**src/rtl/dmem_arbiter.sv**
```systemverilog
// Two-port round-robin arbiter with optional lock in front of a single data memory.
// Read returns are steered back to the issuing port through a MEM_LAT-deep tag pipeline.
module dmem_arbiter #(
  parameter int WORD_SIZE = 32,
  parameter int ADDR_W    = 16,
  parameter int MEM_LAT   = 1
) (
  input  logic                 clk,
  input  logic                 rst,
  input  logic                 req0,
  input  logic                 req1,
  input  logic                 we0,
  input  logic                 we1,
  input  logic                 lock0,
  input  logic                 lock1,
  input  logic [ADDR_W-1:0]    addr0,
  input  logic [ADDR_W-1:0]    addr1,
  input  logic [WORD_SIZE-1:0] wdata0,
  input  logic [WORD_SIZE-1:0] wdata1,
  output logic                 gnt0,
  output logic                 gnt1,
  output logic                 rvalid0,
  output logic                 rvalid1,
  output logic [WORD_SIZE-1:0] rdata,
  output logic                 mem_wen,
  output logic [ADDR_W-1:0]    mem_waddr,
  output logic [WORD_SIZE-1:0] mem_wdata,
  output logic                 mem_ren,
  output logic [ADDR_W-1:0]    mem_raddr,
  input  logic [WORD_SIZE-1:0] mem_rdata
);

  logic               r_rr;
  logic               r_own_v;
  logic               r_own_p;
  logic [MEM_LAT-1:0] r_pv;
  logic [MEM_LAT-1:0] r_pp;

  logic                 w_own_act;
  logic                 w_gnt0;
  logic                 w_gnt1;
  logic                 w_any;
  logic                 w_port;
  logic                 w_we;
  logic                 w_lock;
  logic [ADDR_W-1:0]    w_addr;
  logic [WORD_SIZE-1:0] w_wdata;

  // An owner that drops req releases immediately, so the other port can win this cycle.
  // NOTE: every always_comb output gets a default first so no latch is inferred.
  always_comb begin
    w_own_act = r_own_v && (r_own_p ? req1 : req0);
    w_gnt0    = 1'b0;
    w_gnt1    = 1'b0;
    if (!rst) begin
      if (w_own_act) begin
        w_gnt0 = !r_own_p;
        w_gnt1 = r_own_p;
      end else if (req0 && req1) begin
        w_gnt0 = !r_rr;
        w_gnt1 = r_rr;
      end else begin
        w_gnt0 = req0;
        w_gnt1 = req1;
      end
    end
    w_any   = w_gnt0 | w_gnt1;
    w_port  = w_gnt1;
    w_we    = w_port ? we1    : we0;
    w_lock  = w_port ? lock1  : lock0;
    w_addr  = w_port ? addr1  : addr0;
    w_wdata = w_port ? wdata1 : wdata0;
  end

  assign gnt0      = w_gnt0;
  assign gnt1      = w_gnt1;
  assign mem_wen   = w_any & w_we;
  assign mem_ren   = w_any & ~w_we;
  assign mem_waddr = w_addr;
  assign mem_raddr = w_addr;
  assign mem_wdata = w_wdata;

  // Grant updates are applied after release so a same-cycle grant decides the final rr/owner.
  // NOTE: sequential state uses non-blocking assignments; later ones in the block take priority.
  always_ff @(posedge clk) begin
    if (rst) begin
      r_rr    <= 1'b0;
      r_own_v <= 1'b0;
      r_own_p <= 1'b0;
      r_pv    <= '0;
    end else begin
      if (r_own_v && !w_own_act) begin
        r_own_v <= 1'b0;
        r_rr    <= ~r_own_p;
      end
      if (w_any) begin
        if (w_lock) begin
          r_own_v <= 1'b1;
          r_own_p <= w_port;
        end else begin
          r_own_v <= 1'b0;
          r_rr    <= ~w_port;
        end
      end
      for (int i = MEM_LAT - 1; i > 0; i--) r_pv[i] <= r_pv[i-1];
      r_pv[0] <= w_any & ~w_we;
    end
  end

  // NOTE: port tags are only meaningful alongside their valid bit, so they carry no reset.
  always_ff @(posedge clk) begin
    for (int i = MEM_LAT - 1; i > 0; i--) r_pp[i] <= r_pp[i-1];
    r_pp[0] <= w_port;
  end

  assign rvalid0 = r_pv[MEM_LAT-1] & ~r_pp[MEM_LAT-1];
  assign rvalid1 = r_pv[MEM_LAT-1] &  r_pp[MEM_LAT-1];
  assign rdata   = mem_rdata;

endmodule
```
**config.mk**
```make
export PLATFORM = sky130hd
export DESIGN_NAME = dmem_arbiter
export DESIGN_NICKNAME = d
export VERILOG_FILES = /design/src/rtl/dmem_arbiter.sv
export SDC_FILE = /design/constraint.sdc
export NUM_CORES = 1
export LEC_CHECK = 0
export ABC_AREA = 0
export CAP_MARGIN = 20
export CORE_AREA = 2 2 91 93
export DETAILED_ROUTE_END_ITERATION = 12
export DIE_AREA = 0 0 93 95
export GPL_TIMING_DRIVEN = 0
export PLACE_DENSITY = 0.67
export SYNTH_ARGS = -nofsm -noshare
export SYNTH_HDL_FRONTEND = slang
export SYNTH_SLANG_ARGS = --single-unit
```
**constraint.sdc**
```tcl
create_clock -name clk -period 4.55 [get_ports clk]
set_clock_uncertainty 0.2 [all_clocks]
set_input_delay 0.6825 -clock clk [delete_from_list [all_inputs] [get_ports clk]]
set_output_delay 0.6825 -clock clk [all_outputs]
set_load 0.01 [all_outputs]
```
* Yosys cells after proc, flatten, opt, wreduce, memory -nomap -nowiden
Index checks and enable logic that the tools add are counted.
** Storage, ports and cells
- Flip-flop bits (word level) :: 5
- Output and inout port bits :: 102
** Operators by class
- Multiplexer cells :: 17
- Bitwise operators :: 9
- Reduce and logical (&&, ||, !) cells :: 8
** Operators by type and width (number)
- 2-to-1 mux 32 bit :: 1
- 2-to-1 mux 16 bit :: 1
- 2-to-1 mux 1 bit :: 15
- AND 1 bit :: 4
- inverter 1 bit :: 4
- logical AND 1 bit :: 3
- zero test 1 bit :: 3
- AND reduction 2 bit :: 1
- nonzero test 2 bit :: 1
- OR 1 bit :: 1

* Longest topological paths before layout
- Depth after elaboration :: 7
- Mapped depth :: 5

* Worst setup path before layout
OpenSTA, ideal clock, no wires.
- Path type :: input port to output port
- Start point :: input req0
- End point :: output mem_waddr[0]
- Arrival time :: 1.721 ns
- Required time :: 3.668 ns
- Path slack :: 1.947 ns
- Cell stages on the path :: 5
- Buffers on the path :: 2
- Path through :: inv_1 o21ai_4 clkbuf_8 mux2_2 buf_4
** Between the ends
- Cells in the longest elaborated chain, start to end :: 5
- Elaborated cells on any way between the ends :: 7
** Ends and longest elaborated chain
- from (decl) :: line 10 : input logic req0,
- logical AND 1 bit / 2-to-1 mux 1 bit (equally long branches) :: line 59, 52
- 2-to-1 mux 1 bit / logical AND 1 bit (equally long branches) :: line 59, 52
- 2-to-1 mux 1 bit * :: line 56 : if (w_own_act) begin
- 2-to-1 mux 1 bit * :: line 55 : if (!rst) begin
- 2-to-1 mux 16 bit * :: line 71 : w_addr = w_port ? addr1 : addr0;
- to (decl) :: line 26 : output logic [ADDR_W-1:0] mem_waddr,
Every way passes the cells marked *; elsewhere a longest branch is shown, timed or not.

* Worst setup path after layout
- Start point :: input req0
- End point :: output mem_waddr[3]
Same word-level chain as after synthesis.

==> results summary <==
The number of top-level pins is 238. The post-route clock period utilization is 82.4%. In this run, synthesis produced a sequential element count of 5. Max-cap violations in this run came to 0. The via count of the first global-routing pass came out at 1,564.

The adder-cell share of the synthesized area came out at 0%. The via-per-instance ratio came out at 3.85. The final route contains 1,720 vias.

The cell area after synthesis is 1270 um2. In this run, post-CTS repair resized a total of 0 instances. The layout-stage area growth over the synthesis result came out at 176%. The mean routed wirelength per cell is 12.1 um. After detailed routing, the total wire length is 5410 um. The floorplan die width came out at 93 um. The initial utilization of the core area, before any placement, comes to 16.0%. The length of routed wiring on met1 came out at 1890 um. The transition time at the pin with the least slew margin came out at 0.292 ns.

The number of library cell types mapped by synthesis came out at 28. The repair_antennas step left the layout with diodes totalling 0. Summed over all nets, wire length on met3 after detailed routing comes to 649 um. By area, the combinational part of the netlist is dominated by multiplexers.

The count of placed standard cells in the final layout, fillers left out is 447. The post-synthesis cell type with the largest combined area is mux2_2. The cell count after synthesis came out at 133. The run finished with clean final reports. The simple-gate share of the synthesized area is 4.64%. The maximum number of buffers from clock root to sink is 2. The cts-stage hold buffer count came out at 0. The ratio of total power to cell area is 140 nW/um2. The total CTS buffers is 3. The die footprint is 8840 um2.

The violation count after the first detailed-route iteration is 2. The level count of the clock H-tree came out at 1. The count of pins over their slew limit came out at 0. The height of the chip came out at 95 um.

The final weighted congestion in routability-driven placement is 0.709. The arrival time of data at the critical path endpoint came out at 2.87 ns. The number of setup buffers added after CTS is 0. The multiplexer share of the synthesized area is 44.6%. The leakage power total came out at 1.42 nW.

The sequential fraction of the synthesis area came out at 7.90%. The critical-path maximum fanout is 10. STA classifies the critical path endpoint as an output pin. After synthesis, the largest area contributor takes up 42.6% of total cell area. The mean area per synthesized cell came out at 9.53 um2. The proportion of layout cells with a drive suffix above 1 came out at 32.7%. The xor-xnor portion of the synthesized cell area is 0%. The number of warnings reported in the yosys synthesis log came out at 0.

The required time of the critical path is 3.67 ns. The compound-cell area share of the yosys netlist came out at 8.00%. The category of the worst setup path launch point is an input port. The total area inside the core boundary comes to 7930 um2. The multi-input combinational cell area is 726 um2. The clock reaches the later pin of the worst-skew pair after 0.21 ns.

The placed cell count came out at 443. Across every metal layer, demand over resource in global routing totals 10.2%. The headroom to the max-slew limit is 80.5%. The clock sink count came out at 5.

The clock transition at the registers of the reported paths came out at 0.03 ns. The number of detailed-route iterations in the first pass came out at 2. The final hold violation count came to 0. The root buffer cell chosen for the clock tree is clkbuf_8. The net count of the finished layout is 479. The number of inserted filler cells in the final layout is 792.

The number of core rows came out at 33. The initial antenna violation count is 0. After legalization and detailed placement, the total HPWL measured 4810 um.

The number of I/O port buffers came out at 205. The routed wire length on met2 is 2880 um. TritonCTS built the clock tree. The type of the setup path with the least slack is input port to output pin. The clock period minus final worst setup slack is 3.75 ns. The worst-case vdd ir drop is 104 uV.

The overall overflow remaining after global route came out at 0. The type of the most critical hold path is flop to flop. Yosys attributes the largest share of cell area to mux2_2, buf_4, dfxtp_1. The timing-limited maximum frequency came out at 0.267 GHz. The first global-routing pass estimated 7340 um of wire. The area taken by flip-flops and latches is 100 um2. The setup TNS came out at 0 ns. The total nets after synthesis is 269. The antenna violation net count after detailed routing came out at 0. The remaining design rule violation count came out at 0. The number of setup violations in the final report is 0. Setup repair after global routing left no endpoint under its margin. The topmost layer with routed signal wires is met3. The pin count of the biggest net entering global routing came out at 11.
## layer usage
metal	up-vias	global-route usage [%]
met1	769	11.1
met2	116	19.9
li1	835	-
met3	0	3.27
met4	0	0.735
met5	-	0
## layout make-up
cell class	instances	share of cell area [%]
flip-flops and latches	5	2.86
multi-input cells	72	20.8
inverters	3	0.322
clock buffers	4	1.29
plain buffers	53	12.3
well taps	105	3.76
repair buffers	205	58.7
## per-stage QoR
stage	worst slack (ns)	util (%)	power (mW)	instance area, um2	hold slack, ns
3_5_place_dp	0.773	43.5	0.414	3450	0.310
6_report	0.802	44.1	0.489	3500	0.313
5_1_grt	0.719	44.1	0.520	3500	0.372
3_3_place_gp	0.771	43.5	0.412	3450	0.302
2_1_floorplan	1.95	-	0.192	1270	0.268
4_1_cts	0.759	44.1	0.497	3500	0.315
## cells in the mapped netlist, drive strengths merged
cell type,instances
dfxtp,5
and2b,2
a211o,1
nor2b,1
o211ai,1
o22ai,2
mux2,49
buf,49
clkbuf,4
or4b,1
a21oi,2
nand3,1
a22o,1
o21a,1
and2,1
inv,3
nor3b,1
o21ai,3
nor2,1
o2111ai,1
a21o,1
mux2i,1
nand2,1
## cells by family (layout without fill, tap and decap cells)
kind of cell | after synthesis | count (layout)
compound gates | 13 | 13
flops | 5 | 5
buf+inv | 56 | 265
mux | 50 | 50
simple gates | 9 | 9
## flip-flops by register name (all words and copies together), names as in the netlist
register,count
r_rr,1
r_pv,1
r_pp,1
r_own_v,1
r_own_p,1
## cells in the final DEF (no fill, tap or decap), drive strengths merged
master           n
a211o            1
a21o             1
a21oi            2
a22o             1
and2             1
and2b            2
buf             49
clkbuf           8
clkdlybuf4s50  205
dfxtp            5
inv              3
mux2            49
mux2i            1
nand2            1
nand3            1
nor2             1
nor2b            1
nor3b            1
o2111ai          1
o211ai           1
o21a             1
o21ai            3
o22ai            2
or4b             1
## final timing paths
kind,startpoint,slack (ns),depth (start not counted),endpoint
min reg2reg,r_own_p$_SDFFE_PP0P_,0.31,2,r_own_p$_SDFFE_PP0P_
max,req0,0.80,7,mem_waddr[3]
max reg2reg,r_own_v$_SDFFE_PP0P_,2.96,4,r_pv$_SDFF_PP0_
min,r_own_p$_SDFFE_PP0P_,0.31,2,r_own_p$_SDFFE_PP0P_
## critical path, stage by stage
cell	delay, ns
clkdlybuf4s50_1	0.54
inv_1	0.12
o21ai_4	0.30
clkbuf_8	0.24
mux2_2	0.36
buf_4	0.13
clkdlybuf4s50_1	0.49
## power by group
group,switching (mW),total (mW),internal (mW)
registers,0.00302,0.0506,0.0476
logic,0.105,0.360,0.254
clock network,0.0189,0.0789,0.0599
(Power assumes the default switching activity.)
